==> config.mk <==
export PLATFORM = sky130hd
export DESIGN_NAME = mouse_packet_decoder
export DESIGN_NICKNAME = d
export VERILOG_FILES = /design/src/rtl/mouse_pkg.sv /design/src/rtl/mouse_axis_accum.sv /design/src/rtl/mouse_packet_decoder.sv
export SDC_FILE = /design/constraint.sdc
export NUM_CORES = 1
export LEC_CHECK = 0
export BUFFER_PORTS_ARGS = -buffer_cell sky130_fd_sc_hd__buf_2
export CAP_MARGIN = 30
export CORE_MARGIN = 4
export CORE_UTILIZATION = 32
export DETAILED_ROUTE_END_ITERATION = 10
export MAX_ROUTING_LAYER = met4
export PLACE_DENSITY = 0.59
export SLEW_MARGIN = 20
export SYNTH_ARGS = -nofsm -noshare
export SYNTH_HDL_FRONTEND = slang
export SYNTH_SLANG_ARGS = --single-unit
==> constraint.sdc <==
create_clock -name pclk -period 3.89 [get_ports pclk]
set_input_delay 0.1945 -clock pclk [delete_from_list [all_inputs] [get_ports pclk]]
set_output_delay 0.1945 -clock pclk [all_outputs]
set_load 0.03 [all_outputs]
==> src/rtl/mouse_pkg.sv <==
// Shared types and constants for the PS/2 mouse packet decoder.
// B0 flag layout, FSM states and coordinate/delta widths.
package mouse_pkg;

   localparam int COORD_W = 12;
   localparam int DELTA_W = 9;

   localparam int B0_LEFT  = 0;
   localparam int B0_RIGHT = 1;
   localparam int B0_MID   = 2;
   localparam int B0_SYNC  = 3;
   localparam int B0_XSIGN = 4;
   localparam int B0_YSIGN = 5;
   localparam int B0_XOVF  = 6;
   localparam int B0_YOVF  = 7;

   typedef enum logic [1:0] {
      WAIT_B0 = 2'd0,
      WAIT_B1 = 2'd1,
      WAIT_B2 = 2'd2,
      APPLY   = 2'd3
   } state_t;

   // B0 without the always-one sync bit, which carries no information once accepted.
   typedef struct packed {
      logic yovf;
      logic xovf;
      logic ysign;
      logic xsign;
      logic mid;
      logic right;
      logic left;
   } b0_flags_t;

   function automatic b0_flags_t b0_unpack(input logic [7:0] b);
      b0_flags_t f;
      f.yovf  = b[B0_YOVF];
      f.xovf  = b[B0_XOVF];
      f.ysign = b[B0_YSIGN];
      f.xsign = b[B0_XSIGN];
      f.mid   = b[B0_MID];
      f.right = b[B0_RIGHT];
      f.left  = b[B0_LEFT];
      return f;
   endfunction

endpackage

==> src/rtl/mouse_axis_accum.sv <==
// One axis of position integration: adds (or subtracts) a 9-bit signed delta
// and clamps the result to [0, MAX]. Purely combinational; the parent registers it.
module mouse_axis_accum
   import mouse_pkg::*;
#(
   parameter int MAX = 799
) (
   input  logic [COORD_W-1:0] pos,
   input  logic [DELTA_W-1:0] delta,
   input  logic               ovf,
   input  logic               negate,
   output logic [COORD_W-1:0] next_pos
);

   localparam logic signed [COORD_W:0] MAX_S = (COORD_W+1)'(MAX);

   logic signed [COORD_W:0] pos_s;
   logic signed [COORD_W:0] delta_s;
   logic signed [COORD_W:0] sum;

   // NOTE: every output of a combinational block is assigned on every path, so no latch is inferred.
   always_comb begin
      pos_s    = $signed({1'b0, pos});
      delta_s  = ovf ? '0 : $signed({{(COORD_W+1-DELTA_W){delta[DELTA_W-1]}}, delta});
      sum      = negate ? (pos_s - delta_s) : (pos_s + delta_s);
      next_pos = sum[COORD_W-1:0];
      if (sum < 0)
         next_pos = '0;
      else if (sum > MAX_S)
         next_pos = MAX_S[COORD_W-1:0];
   end

endmodule

==> src/rtl/mouse_packet_decoder.sv <==
// Assembles 3-byte PS/2 mouse packets and integrates them into clamped absolute
// screen coordinates and button state, all registered in the pclk domain.
module mouse_packet_decoder
   import mouse_pkg::*;
#(
   parameter int MAX_X       = 799,
   parameter int MAX_Y       = 599,
   parameter int INIT_X      = 400,
   parameter int INIT_Y      = 300,
   parameter int TIMEOUT_CYC = 80000
) (
   input  logic               pclk,
   input  logic               rst,
   input  logic [7:0]         rx_data,
   input  logic               rx_valid,
   input  logic               rx_err,
   output logic [COORD_W-1:0] mouse_xpos,
   output logic [COORD_W-1:0] mouse_ypos,
   output logic               mouse_left,
   output logic               mouse_right,
   output logic               mouse_middle,
   output logic               pkt_valid
);

   localparam int TMO_W = $clog2(TIMEOUT_CYC + 1);
   localparam logic [TMO_W-1:0] TMO_LAST = TMO_W'(TIMEOUT_CYC - 1);

   state_t           state_q, state_d;
   logic [TMO_W-1:0] tmo_q, tmo_d;
   logic             ld_b0, ld_b1, ld_b2, do_apply;

   b0_flags_t        b0_q;
   logic [7:0]       b1_q, b2_q;
   logic [COORD_W-1:0] x_next, y_next;

   always_comb begin
      state_d  = state_q;
      tmo_d    = '0;
      ld_b0    = 1'b0;
      ld_b1    = 1'b0;
      ld_b2    = 1'b0;
      do_apply = (state_q == APPLY);
      if (rx_err) begin
         state_d = WAIT_B0;
      end else begin
         unique case (state_q)
            WAIT_B0, APPLY: begin
               // APPLY doubles as a sync hunt so a byte arriving right behind B2 is kept.
               if (rx_valid && rx_data[B0_SYNC]) begin
                  ld_b0   = 1'b1;
                  state_d = WAIT_B1;
               end else begin
                  state_d = WAIT_B0;
               end
            end
            WAIT_B1, WAIT_B2: begin
               if (rx_valid) begin
                  ld_b1   = (state_q == WAIT_B1);
                  ld_b2   = (state_q == WAIT_B2);
                  state_d = (state_q == WAIT_B1) ? WAIT_B2 : APPLY;
               end else if (tmo_q == TMO_LAST) begin
                  state_d = WAIT_B0;
               end else begin
                  tmo_d = tmo_q + 1'b1;
               end
            end
            default: state_d = WAIT_B0;
         endcase
      end
   end

   mouse_axis_accum #(.MAX(MAX_X)) u_x_accum (
      .pos      (mouse_xpos),
      .delta    ({b0_q.xsign, b1_q}),
      .ovf      (b0_q.xovf),
      .negate   (1'b0),
      .next_pos (x_next)
   );

   mouse_axis_accum #(.MAX(MAX_Y)) u_y_accum (
      .pos      (mouse_ypos),
      .delta    ({b0_q.ysign, b2_q}),
      .ovf      (b0_q.yovf),
      .negate   (1'b1),
      .next_pos (y_next)
   );

   // NOTE: sequential state uses non-blocking assignments so every register samples pre-edge values.
   always_ff @(posedge pclk) begin
      if (rst) begin
         state_q      <= WAIT_B0;
         tmo_q        <= '0;
         mouse_xpos   <= COORD_W'(INIT_X);
         mouse_ypos   <= COORD_W'(INIT_Y);
         mouse_left   <= 1'b0;
         mouse_right  <= 1'b0;
         mouse_middle <= 1'b0;
         pkt_valid    <= 1'b0;
      end else begin
         state_q   <= state_d;
         tmo_q     <= tmo_d;
         pkt_valid <= do_apply;
         if (do_apply) begin
            mouse_xpos   <= x_next;
            mouse_ypos   <= y_next;
            mouse_left   <= b0_q.left;
            mouse_right  <= b0_q.right;
            mouse_middle <= b0_q.mid;
         end
      end
   end

   // NOTE: packet byte holders are always written before APPLY reads them, so they carry no reset.
   always_ff @(posedge pclk) begin
      if (ld_b0) b0_q <= b0_unpack(rx_data);
      if (ld_b1) b1_q <= rx_data;
      if (ld_b2) b2_q <= rx_data;
   end

endmodule

Word level (Yosys, flattened, before mapping):

Index checks and enable logic that the tools add are counted.

* $add $sub $neg: 3
* magnitude comparators: 4
* equality and inequality tests: 5
* multiplexer cells: 20
* bitwise operators: 1
* reductions and logical operators: 6

Operators by type and width (number)
* 12-bit two-way mux: 4
* 13-bit by 11-bit greater-than comparator with 1-bit output, second input constant: 2
* 13-bit by 1-bit < comparator with 1-bit output, second input constant: 2
* 13-bit two-way mux: 2
* 17-bit by 1-bit adder with 17-bit output, second input constant: 1
* 17-bit == test, second input constant: 1
* 13-bit adder: 1
* 13-bit subtractor: 1
* 1-bit two-way mux: 11
* 2-bit OR reduction: 3
* 5-bit OR reduction: 1
* 2-bit == test, second input constant: 2
* 2-bit two-way mux: 2
* 2-bit case mux with 2 select lines: 1
* 3-bit inequality test, second input constant: 1
* 2-bit by 1-bit == test with 1-bit output, second input constant: 1
* 2-bit logical NOT: 1
* 1-bit logical AND: 1
* 1-bit inverter: 1

* register bits after elaboration: 70
* input port bits: 12
* output and inout port bits: 28
* logic and storage cells: 56

Depth between registers and ports, before layout:

Gate-level depths: netlist (run 1).

* word-level depth: 5
* mapped depth: 12
* depth with buffers taken out: 11

Modules after synthesis:

Synthesis (run 1) repeated with hierarchy kept, for this count alone.

* cells, all modules: 523
* area total of the unflattened synthesis: 4674.5 um2

Modules (own cells, without submodules)
* mouse_packet_decoder: instances 1, cells an instance 219, area an instance 2627.5 um2, seq. area each 1631.6 um2
* mouse_axis_accum (u_y_accum): instances 1, cells an instance 158, area an instance 1059.8 um2, seq. area each 0.0 um2
* mouse_axis_accum (u_x_accum): instances 1, cells an instance 146, area an instance 987.2 um2, seq. area each 0.0 um2

Worst setup path after synthesis (run 1):

OpenSTA, ideal clock, no wires.

* path kind: register to register
* start point: reg b0_q[5] in the netlist's numbering
* end point: reg mouse_xpos[5]
* arrival time: 2.825 ns
* required time: 3.803 ns
* slack: 0.978 ns
* cell stages (with the launch flop): 12
* cell sequence: edfxtp_1 -> and2b_1 -> ha_1 -> inv_1 -> fa_1 -> nand2b_1 -> a2111oi_4 -> o211ai_1 -> nor3b_2 -> xnor2_1 -> or3_1 -> o31ai_1

* word-level cells in the longest chain between the ends: 5
* elaborated cells between the ends (all ways): 6
* those cells by class: add/sub (1); order compare (2); mux (3)

Ends and longest elaborated chain
* start, declared: RTL line mouse_packet_decoder.sv:32 `b0_flags_t b0_q;`
* start signal, assigned: RTL line mouse_packet_decoder.sv:115 `if (ld_b0) b0_q <= b0_unpack(rx_data);`
* 13-bit two-way mux (*): RTL line mouse_axis_accum.sv:24 `delta_s = ovf ? '0 : $signed({{(COORD_W+1-DELTA_W){delta[DELTA_W-1]}}, delta});`
* 13-bit adder (*): RTL line mouse_axis_accum.sv:25 `sum = negate ? (pos_s - delta_s) : (pos_s + delta_s);`
* 13-bit by 11-bit greater-than comparator with 1-bit output: RTL line mouse_axis_accum.sv:29 `else if (sum > MAX_S)`
* 12-bit two-way mux: RTL line mouse_axis_accum.sv:29
* 12-bit two-way mux (*): RTL line mouse_axis_accum.sv:27 `if (sum < 0)`
* end signal, assigned: RTL line mouse_packet_decoder.sv:93 `mouse_xpos <= COORD_W'(INIT_X);`
* end signal, assigned: RTL line mouse_packet_decoder.sv:104 `mouse_xpos <= x_next;`
* end, declared: RTL line mouse_packet_decoder.sv:17 `output logic [COORD_W-1:0] mouse_xpos,`

Mark *: on every way between the ends. The rest lies on a longest branch, timed or not.
A chain may end at the register's enable or synchronous reset.

Worst setup path in the final report (run 1):

* start point: reg b0_q[5] in the netlist's numbering
* end point: reg mouse_xpos[6]

Same word-level chain as after synthesis.

==> summary.txt, run 1 <==
Final layout
  – Fill cells: 1230
  – Nets: 496
  – Antenna cells: 0
  – Layout area overhead: 15.21%
  – Share of layout cells above drive strength 1: 0.1602

Logic synthesis
  – Ys flop type: dfxtp_1
  – Net Count, Synth: 455
  – Asr flop ratio synth: 0
  – Synth warn: 0
  – Post-Syn Area: 0.004039 mm2
  – Number of synthesized flops with an enable pin: 23
  – Post-synthesis sequential area ratio: 0.4040
  – Syn Area/Cell: 9.709 um2
  – Register bit total from synthesis: 70
  – Synth cell types: 69
  – Post-Syn Instances: 416

Min path
  – Worst Min Path Start: rx_err
  – Worst hold path depth: 2
  – Min-delay worst type: input pin to register

Timing
  – Slew Viols, Final: 0
  – Period minus WS final: 3.278 ns
  – Clock skew: 0.005537 ns
  – Total Neg Setup Slack: 0 ns
  – Slew HR: 0.4930
  – Final hold vios: 0
  – Worst hold margin: 0.05152 ns
  – Tcrit/Tclk final: 0.8427
  – RSZ-0062 raised after global routing: false
  – Setup violators final: 0
  – Final worst slack: 0.6118 ns
  – Achievable Freq: 305.0 MHz
  – Worst-margin pin slew: 0.7578 ns

Floorplan
  – Die ar.: 0.01448 mm2
  – Ports: 40
  – Core Region: 0.01216 mm2
  – Initial Utilization: 0.3321
  – Die height: 120.3 um
  – FP Rows: 40
  – Die W: 120.3 um

Place
  – GPL Wtd Cong: 0.8817
  – Post-DP HPWL: 6850 um
  – PortBufs: 39
  – Post-place setup slack: 0.6394 ns

Setup path
  – Worst Path Max Fanout: 9
  – Startpoint type of the worst setup path: register
  – Worst setup path startpoint: b0_q[5]
  – Setup CP Type: register to register
  – Arrival @ worst endpoint: 3.55 ns
  – Worst Setup End Kind: register
  – Critical R2R Launch: b0_q[5]
  – R2R cell count: 11
  – Worst EP required: 4.16 ns

CTS
  – Post-CTS Resized: 0
  – Hold-fix buffers, CTS: 0
  – CTS root buffer: clkbuf_16
  – CTS tree: built
  – CTS Buf Count: 9
  – H-tree Lvls: 3
  – Clock Tree Buf Depth: 2
  – CTS clk-pin slew, worst paths: 0.06 ns
  – Worst skew pair latency: 0.33 ns
  – Post-CTS Setup Bufs: 0
  – CTS Sinks: 70

Drt
  – Antenna-violating nets left: 0
  – Via count: 3180
  – DR iter-0 viols: 161
  – Final wirelength: 9061 um
  – Via density: 5.048
  – Pre-antenna DRT Iters: 4
  – Avg WL per Cell: 14.38 um
  – DRC: 0

Power
  – Switching power: 0.3440 mW
  – Pwr Density: 347.3 mW/mm2
  – Net Sw Frac: 0.2129
  – Int Pwr: 1.272 mW
  – Clk pwr share: 0.481
  – Comb power frac: 0.048
  – Flop pwr share: 0.471
  – Peak supply drop: 0.0002152 V
  – Leakage power: 1.803 nW

Global route
  – Largest net degree at the start of global routing: 20
  – All-Layer GR Usage: 0.1355
  – GRT overflow: 0
  – Initial antenna violation count: 0
  – Vias in the first global route: 3105
  – First-pass GRT wire length: 15090 um

Flow run
  – Max cap viols: 0

Run status
  – Status: finished, final reports clean
-- state kept, by name, indices dropped and copies added, names as in the netlist --
signal,cells
mouse_middle,1
tmo_q,17
state_q,2
mouse_ypos,12
b0_q,7
b2_q,8
mouse_left,1
mouse_right,1
mouse_xpos,12
pkt_valid,1
b1_q,8
-- per-stage QoR --
stage / cells / utilization / total power, mW / cell area [um2]
2_1_floorplan: 416 / - / 0.8304 / 4039
3_3_place_gp: 613 / 0.3585 / 0.8519 / 4360
3_5_place_dp: 614 / 0.3590 / 0.8533 / 4365
4_1_cts: 630 / 0.3826 / 1.644 / 4653
5_1_grt: 630 / 0.3826 / 1.686 / 4653
6_report: 630 / 0.3826 / 1.616 / 4653
-- layout by cell type (no fill, tap or decap), types with 3 or more instances in the layout --
cell       instances
a21boi_0           3
a21o_1             7
a21oi_1           22
a22oi_1            4
and2_1             8
and2b_1            5
and3_1            12
buf_2             40
clkbuf_16         10
dfxtp_1           47
edfxtp_1          23
ha_1              25
inv_1             18
mux2i_1            3
nand2_1           31
nand2b_1          16
nand3_1           12
nand4_1            5
nor2_1            31
nor2b_1            7
nor3_1            13
nor3b_1            4
nor4_1             4
o211ai_1           9
o21a_1             6
o21ai_0            8
o21ai_1            3
o22ai_1            3
o31ai_1            5
xnor2_1           13
xor2_1            14
-- synth_stat cells (all sizes together), types with 7 or more instances --
cell / count / area share
dfxtp: 47 / 0.23
nor2: 32 / 0.030
nand2: 31 / 0.029
ha: 25 / 0.077
edfxtp: 23 / 0.17
a21oi: 22 / 0.027
inv: 18 / 0.017
nand2b: 17 / 0.028
and3: 14 / 0.022
xnor2: 14 / 0.035
xor2: 14 / 0.030
nor3: 13 / 0.016
nand3: 12 / 0.015
o21ai: 12 / 0.016
o211ai: 9 / 0.017
and2: 8 / 0.012
a21o: 7 / 0.013
nor2b: 7 / 0.011
-- logic make-up (layout without fill, tap and decap cells) --
| kind of cell | after synthesis | count (layout) | share of synthesized area |
|---|---|---|---|
| AOI/OAI and AO/OA | 97 | 97 | 0.1784 |
| xor gates and xnor gates | 28 | 28 | 0.06537 |
| adders and majority gates | 27 | 27 | 0.08736 |
| buffers and inverters | 29 | 75 | 0.03934 |
| DFF | 70 | 70 | 0.4040 |
| muxes | 3 | 3 | 0.007435 |
| and+or+nand+nor | 162 | 162 | 0.2181 |
-- power by group through the flow --
stage | Sequential, mW | Combinational [mW] | Clock, mW
finish | 0.761 | 0.0773 | 0.778
global route | 0.761 | 0.0865 | 0.839
CTS | 0.760 | 0.0777 | 0.805
detailed placement | 0.776 | 0.0772 | 0
global placement | 0.776 | 0.0758 | 0
floorplan | 0.776 | 0.0546 | 0
-- worst max-delay path, stage by stage (launching register included) --
cell and delay [ns]:
edfxtp_1 0.47, and2b_1 0.25, ha_1 0.19, inv_1 0.06, fa_1 0.39, nand2b_1 0.23, a2111oi_4 0.39, o31ai_2 0.17
o21ba_2 0.27, a31oi_2 0.04, a211oi_2 0.51, a32o_1 0.23
-- final timing paths --
check | to | slack, ns
worst max-delay path | mouse_xpos[6] | 0.61
worst min-delay path | state_q[1] | 0.05
worst max register to register | mouse_xpos[6] | 0.61
worst min register to register | tmo_q[0] | 0.47
-- final cells by class --
cell class                 count  area, um2  share of cell area
clock inverter                 3      16.27            0.003496
timing repair buffer          41      207.7             0.04464
tap                          168      210.2             0.04517
sequential                    70       1632              0.3506
multi-input combinational    317       2248              0.4832
inverter                      18      67.56             0.01452
clock buffer                  13      271.5             0.05835
-- layer usage --
metal	global-route usage	vias to the layer above	wire (um)
met5	-	-	0
met2	0.2072	69	4162
met3	0.04022	11	463
met1	0.1696	1497	4298
met4	0.05241	0	137
li1	-	1603	-
No activity file was read; power rests on OpenSTA's default activity.
==> run 2, diff against run 1 <==
==> constraint.sdc (replaced) <==
create_clock -name pclk -period 3.3 [get_ports pclk]
set_input_delay 0.165 -clock pclk [delete_from_list [all_inputs] [get_ports pclk]]
set_output_delay 0.165 -clock pclk [all_outputs]
set_load 0.03 [all_outputs]
==> summary.txt, run 2 (synthesized netlist as in run 1, its figures left out) <==
Drt
  – DR iter-0 viols: 160 (was 161)
  – Via count: 3213 (was 3180)
  – Via density: 5.076 (was 5.048)
  – Avg WL per Cell: 15.12 um (was 14.38 um)
  – Antenna-violating nets left: 0 (unchanged)
  – Pre-antenna DRT Iters: 4 (unchanged)
  – DRC: 0 (unchanged)
  – Final wirelength: 9569 um (was 9061 um)

Power
  – Leakage power: 1.842 nW (was 1.803 nW)
  – Pwr Density: 433.5 mW/mm2 (was 347.3 mW/mm2)
  – Total power: 2.046 mW (was 1.616 mW)
  – Peak supply drop: 0.0003545 V (was 0.0002152 V)

Place
  – Post-DP HPWL: 7192 um (was 6850 um)
  – Dpl cell area: 0.004390 mm2 (was 0.004365 mm2)
  – PortBufs: 39 (unchanged)
  – GPL Wtd Cong: 0.8934 (was 0.8817)

Global route
  – First-pass GRT wire length: 16040 um (was 15090 um)
  – GRT overflow: 0 (unchanged)
  – Vias in the first global route: 3216 (was 3105)
  – Initial antenna violation count: 0 (unchanged)
  – Largest net degree at the start of global routing: 20 (unchanged)
  – All-Layer GR Usage: 0.1449 (was 0.1355)

Floorplan
  – Die ar.: 0.01448 mm2 (unchanged)
  – Die height: 120.3 um (unchanged)
  – Initial Utilization: 0.3321 (unchanged)
  – FP Rows: 40 (unchanged)
  – Core Region: 0.01216 mm2 (unchanged)
  – Die W: 120.3 um (unchanged)
  – Ports: 40 (unchanged)

CTS
  – CTS tree: built (unchanged)
  – Hold-fix buffers, CTS: 0 (unchanged)
  – CTS root buffer: clkbuf_16 (unchanged)
  – H-tree Lvls: 3 (unchanged)
  – CTS Buf Count: 9 (unchanged)
  – Post-CTS Resized: 0 (unchanged)
  – CTS Sinks: 70 (unchanged)
  – Worst skew pair latency: 0.34 ns (was 0.33 ns)
  – Clock Tree Buf Depth: 2 (unchanged)
  – CTS clk-pin slew, worst paths: 0.06 ns (about the same)
  – Post-CTS Setup Bufs: 0 (unchanged)

Setup path
  – Setup CP Type: register to register (unchanged)
  – Startpoint type of the worst setup path: register (unchanged)
  – Arrival @ worst endpoint: 3.32 ns (was 3.55 ns)
  – Worst Path Max Fanout: 6 (was 9)
  – Worst EP required: 3.53 ns (was 4.16 ns)
  – Worst Setup End Kind: register (unchanged)

Timing
  – Clock skew: 0.005089 ns (was 0.005537 ns)
  – Worst-margin pin slew: 0.7192 ns (was 0.7578 ns)
  – Tcrit/Tclk final: 0.9357 (was 0.8427)
  – Achievable Freq: 323.9 MHz (was 305.0 MHz)
  – Setup violators final: 0 (unchanged)
  – Slew HR: 0.5187 (was 0.4930)
  – Slew Viols, Final: 0 (unchanged)
  – Period minus WS final: 3.088 ns (was 3.278 ns)
  – Final hold vios: 0 (unchanged)
  – Total Neg Setup Slack: 0 ns (unchanged)
  – RSZ-0062 raised after global routing: false (unchanged)

Flow run
  – Max cap viols: 0 (unchanged)

Final layout
  – Layout area overhead: 16.85% (was 15.21%)
  – Max FFs per register: 17 (unchanged)
  – Top reg by flops: tmo_q (unchanged)
  – Most frequent cells in the layout: 47 x dfxtp_1, 39 x buf_2, 31 x nor2_1, 31 x nand2_1, 25 x ha_1 (was 47 x dfxtp_1, 40 x buf_2, 31 x nor2_1, 31 x nand2_1, 25 x ha_1)
  – Biggest regs: tmo_q (17), mouse_xpos (12), mouse_ypos (12) (unchanged)
  – Final core utilization: 0.3881 (was 0.3826)
  – Leading cell type in the layout, fill and taps excluded: dfxtp_1 (unchanged)
  – Fill cells: 1227 (was 1230)
  – Antenna cells: 0 (unchanged)
  – Nets: 499 (was 496)
  – Final instance area: 0.004720 mm2 (was 0.004653 mm2)
  – Share of layout cells above drive strength 1: 0.1720 (was 0.1602)

Min path
  – Min-delay worst type: input pin to register (unchanged)

Run status
  – Status: finished, final reports clean (unchanged)
## run 2: final timing paths
path	from	endpoint	slack, ns	cells past startpoint
max	b0_q[5]	mouse_xpos[6]	0.21	11
min reg2reg	tmo_q[0]	tmo_q[0]	0.45	1
max reg2reg	b0_q[5]	mouse_xpos[6]	0.21	11
min	rx_err	state_q[1]	0.02	2
## run 2: report_power, final
group          internal (mW)  switching [mW]  total [mW]
logic                 0.0360          0.0583      0.0943
registers              0.894         0.00215       0.896
clock network          0.665           0.391        1.06
total                   1.59           0.451        2.05
## run 2: area by class of cell
| type | instances | area (um2) | share of cell area |
|---|---|---|---|
| clock buffer | 9 | 225.2 | 0.04772 |
| sequential | 70 | 1632 | 0.3457 |
| clock inverter | 7 | 96.34 | 0.02041 |
| inverter | 18 | 67.56 | 0.01432 |
| tap | 168 | 210.2 | 0.04454 |
| multi-input combinational | 317 | 2256 | 0.4780 |
| timing repair buffer | 44 | 232.7 | 0.04931 |
## run 2: metrics by stage
step	worst slack, ns	hold slack, ns	std cells
2_1_floorplan	0.3876	0.2421	416
3_3_place_gp	0.2865	0.3661	617
3_5_place_dp	0.1864	0.3635	617
4_1_cts	0.1741	0.002108	633
5_1_grt	0.08294	0.01041	633
6_report	0.2123	0.01738	633
## run 2: worst max-delay path: stages, from the launching register on
cell and delay, ns:
edfxtp_1 0.37, and2b_1 0.20, ha_1 0.17, inv_1 0.06, fa_1 0.39, nand2b_1 0.24
a2111oi_4 0.41, o211ai_1 0.15, nor3b_2 0.18, xnor2_1 0.39, a211oi_4 0.12, a32o_1 0.28
## run 2: metal layers
layer	global-route usage	part of all wire	vias to the layer above	wire length (um)
met5	-	0	-	0
met4	0.04462	0.016	0	153
met3	0.04490	0.041	17	396
met2	0.2255	0.46	63	4373
met1	0.1816	0.49	1524	4646
li1	-	-	1609	-
==> run 3, diff against run 2 <==
--- a/config.mk
+++ b/config.mk
@@ -15,4 +15,5 @@
 export SLEW_MARGIN = 20
 export SYNTH_ARGS = -nofsm -noshare
 export SYNTH_HDL_FRONTEND = slang
+export SYNTH_HIERARCHICAL = 1
 export SYNTH_SLANG_ARGS = --single-unit
==> summary.txt, run 3 <==
Run status
  – Status: finished, final reports clean (unchanged)

Timing
  – Achievable Freq: 305.4 MHz (was 323.9 MHz)
  – Period minus WS final: 3.275 ns (was 3.088 ns)
  – Tcrit/Tclk final: 0.9923 (was 0.9357)
  – Slew Viols, Final: 0 (unchanged)
  – Slew HR: 0.3635 (was 0.5187)
  – Worst-margin pin slew: 0.9548 ns (was 0.7192 ns)
  – Clock skew: 0.006634 ns (was 0.005089 ns)
  – Setup violators final: 0 (unchanged)
  – Total Neg Setup Slack: 0 ns (unchanged)
  – RSZ-0062 raised after global routing: true (was false)
  – Final hold vios: 0 (unchanged)

Logic synthesis
  – Post-Syn Area: 0.004674 mm2 (was 0.004039 mm2)
  – Most frequent cell after synthesis: nor2_1 (was dfxtp_1)
  – Synth warn: 6 (was 0)
  – Largest cells by area after synthesis: dfxtp_1 20%, edfxtp_1 15%, ha_1 8.0% (was dfxtp_1 23%, edfxtp_1 17%, ha_1 7.7%)
  – Register bit total from synthesis: 70 (unchanged)
  – Asr flop ratio synth: 0 (unchanged)
  – Post-synthesis sequential area ratio: 0.3490 (was 0.4040)
  – Synth cell types: 70 (was 69)
  – Ys flop type: dfxtp_1 (unchanged)
  – Post-Syn Instances: 523 (was 416)
  – Syn Area/Cell: 8.938 um2 (was 9.709 um2)
  – Top cell type's share of synthesized area: 0.2013 (was 0.2330)
  – Yosys top cell by area: dfxtp_1 (unchanged)
  – Synth cell count leaders: 62 x nor2_1, 47 x dfxtp_1, 42 x a21oi_1 (was 47 x dfxtp_1, 31 x nand2_1, 31 x nor2_1)
  – Number of synthesized flops with an enable pin: 23 (unchanged)

Setup path
  – Worst-path cell chain: nor2b_4 -> inv_2 -> ha_4 -> mux2_4 -> fa_2 -> and2b_1 -> o2111ai_2 -> a211o_2 -> a31o_1 -> nor4_4 -> o31a_2 -> a21oi_2 -> a211o_1 (was and2b_1 -> ha_1 -> inv_1 -> fa_1 -> nand2b_1 -> a2111oi_4 -> o211ai_1 -> nor3b_2 -> xnor2_1 -> a211oi_4 -> a32o_1)
  – Worst path bufs/invs: 1 (unchanged)
  – Top delay family on crit path: compound AO/OA/AOI/OAI gates (unchanged)
  – Arrival @ worst endpoint: 3.51 ns (was 3.32 ns)
  – CP max stage delay: 0.47 ns (was 0.41 ns)
  – Worst EP required: 3.54 ns (was 3.53 ns)
  – Startpoint type of the worst setup path: register (unchanged)
  – Worst Path Max Fanout: 5 (was 6)
  – Worst Setup End Kind: register (unchanged)
  – Crit path max-delay cell type: edfxtp_1 (was a2111oi_4)
  – Setup CP Type: register to register (unchanged)

Drt
  – DR iter-0 viols: 222 (was 160)
  – Via density: 4.997 (was 5.076)
  – Via count: 3953 (was 3213)
  – Avg WL per Cell: 14.34 um (was 15.12 um)
  – Final wirelength: 11340 um (was 9569 um)
  – Pre-antenna DRT Iters: 4 (unchanged)
  – DRC: 0 (unchanged)
  – Antenna-violating nets left: 0 (unchanged)

Final layout
  – Fill cells: 1400 (was 1227)
  – Final core utilization: 0.4153 (was 0.3881)
  – Top reg by flops: tmo_q (unchanged)
  – Max FFs per register: 17 (unchanged)
  – Most frequent cells in the layout: 59 x nor2_1, 47 x dfxtp_1, 40 x buf_4 (was 47 x dfxtp_1, 39 x buf_2, 31 x nor2_1, 31 x nand2_1, 25 x ha_1)
  – Layout area overhead: 25.24% (was 16.85%)
  – Area of the multi-input gates: 0.003095 mm2 (was 0.002256 mm2)
  – Final Non-Filler Cells: 791 (was 633)
  – Biggest regs: tmo_q (17), mouse_xpos (12), mouse_ypos (12) (unchanged)
  – Nets: 648 (was 499)
  – Share of layout cells above drive strength 1: 0.2660 (was 0.1720)
  – Leading cell type in the layout, fill and taps excluded: nor2_1 (was dfxtp_1)
  – Final instance area: 0.005854 mm2 (was 0.004720 mm2)
  – Reg area: 0.001632 mm2 (unchanged)

Floorplan
  – Initial Utilization: 0.3316 (was 0.3321)
  – FP Rows: 43 (was 40)
  – Ports: 40 (unchanged)
  – Core Region: 0.01410 mm2 (was 0.01216 mm2)
  – Die height: 128.9 um (was 120.3 um)
  – Die ar.: 0.01660 mm2 (was 0.01448 mm2)
  – Die W: 128.9 um (was 120.3 um)

Power
  – Total power: 2.244 mW (was 2.046 mW)
  – Switching power: 0.6071 mW (was 0.4512 mW)
  – Pwr Density: 383.3 mW/mm2 (was 433.5 mW/mm2)
  – Int Pwr: 1.637 mW (was 1.595 mW)
  – Flop pwr share: 0.400 (was 0.438)
  – Leakage power: 2.178 nW (was 1.842 nW)
  – Net Sw Frac: 0.2706 (was 0.2205)
  – Comb power frac: 0.146 (was 0.046)
  – Peak supply drop: 0.0002846 V (was 0.0003545 V)
  – Clk pwr share: 0.454 (was 0.516)

CTS
  – CTS Sinks: 70 (unchanged)
  – Clock Tree Buf Depth: 2 (unchanged)
  – CTS clk-pin slew, worst paths: 0.07 ns (was 0.06 ns)
  – CTS tree: built (unchanged)
  – CTS Buf Count: 9 (unchanged)
  – H-tree Lvls: 3 (unchanged)
  – CTS root buffer: clkbuf_16 (unchanged)
  – Worst skew pair latency: 0.35 ns (was 0.34 ns)

Global route
  – First-pass GRT wire length: 18150 um (was 16040 um)
  – GRT overflow: 0 (unchanged)
  – All-Layer GR Usage: 0.1407 (was 0.1449)
  – Initial antenna violation count: 2 (was 0)
  – Vias in the first global route: 3723 (was 3216)
  – Largest net degree at the start of global routing: 36 (was 20)

Place
  – Dpl cell area: 0.005296 mm2 (was 0.004390 mm2)
  – Post-DP HPWL: 8425 um (was 7192 um)
  – PortBufs: 39 (unchanged)
  – # placed instances: 766 (was 617)
  – GPL Wtd Cong: 0.9893 (was 0.8934)

Min path
  – Min-delay worst type: input pin to register (unchanged)

Flow run
  – Max cap viols: 0 (unchanged)
[run 3: layout make-up]
class / count / share of cell area
Timing Repair Buffer: 80 / 0.08656
Antenna cell: 2 / 0.0008549
Clock buffer: 9 / 0.03847
Clock inverter: 7 / 0.01368
Sequential cell: 70 / 0.2787
Multi-Input combinational cell: 421 / 0.5287
Tap cell: 180 / 0.03847
Inverter: 22 / 0.01453
[run 3: final timing paths]
path / startpoint / to / slack, ns / depth (start not counted)
setup / recovery: b0_q[5] / mouse_xpos[4] / 0.03 / 13
hold / removal: rx_data[2] / b1_q[2] / 0.04 / 1
setup reg to reg: b0_q[5] / mouse_xpos[4] / 0.03 / 13
hold reg to reg: mouse_middle / mouse_middle / 0.49 / 2
[run 3: worst reg2reg max path: cells and delay by family (launching register included)]
kind / cells / cell delay (ns)
adder cells (fa/ha/maj): 2 / 0.54
multiplexers: 1 / 0.28
AND/OR/NAND/NOR: 3 / 0.55
buffers and inverters: 1 / 0.05
flip-flops: 1 / 0.47
AO/OA/AOI/OAI: 6 / 1.28
[run 3: power by group through the flow]
stage,Clock (mW),Sequential (mW),Combinational [mW]
4_1_cts,1.04,0.897,0.295
2_1_floorplan,0,0.915,0.204
3_5_place_dp,0,0.916,0.280
6_report,1.02,0.897,0.328
5_1_grt,1.08,0.897,0.362
3_3_place_gp,0,0.916,0.278
[run 3: cell families after synthesis]
logic type | count (synthesis) | share of synthesized area
AOI/OAI and AO/OA | 116 | 0.1668
xor gates and xnor gates | 38 | 0.07682
adders and majority gates | 32 | 0.08887
buffers and inverters | 43 | 0.04336
DFF | 70 | 0.3490
muxes | 22 | 0.04764
other | 4 | 0.003211
and+or+nand+nor | 198 | 0.2243
[run 3: what timing repair did]
item                                    CTS  global route
endpoints found under the setup margin   10            14
resized for setup                        10            28
endpoints found under the hold margin     0             0
setup buffers                             4             3
pin swaps                                11            17
hold buffers                              0             0
[run 3: stage by stage]
stage	setup slack, ns	hold slack (ns)
2_1_floorplan	-0.1370	0.2639
3_3_place_gp	-0.1409	0.3847
3_5_place_dp	-0.2112	0.3901
4_1_cts	-0.008509	0.02710
5_1_grt	-0.1743	0.02708
6_report	0.02526	0.03606
[run 3: metal layers]
layer	up-vias	routed length [um]	GRT usage
met2	55	5236	0.2137
met4	0	224	0.06053
met1	1847	5476	0.1807
met5	-	0	-
met3	15	406	0.03030
li1	2036	-	-
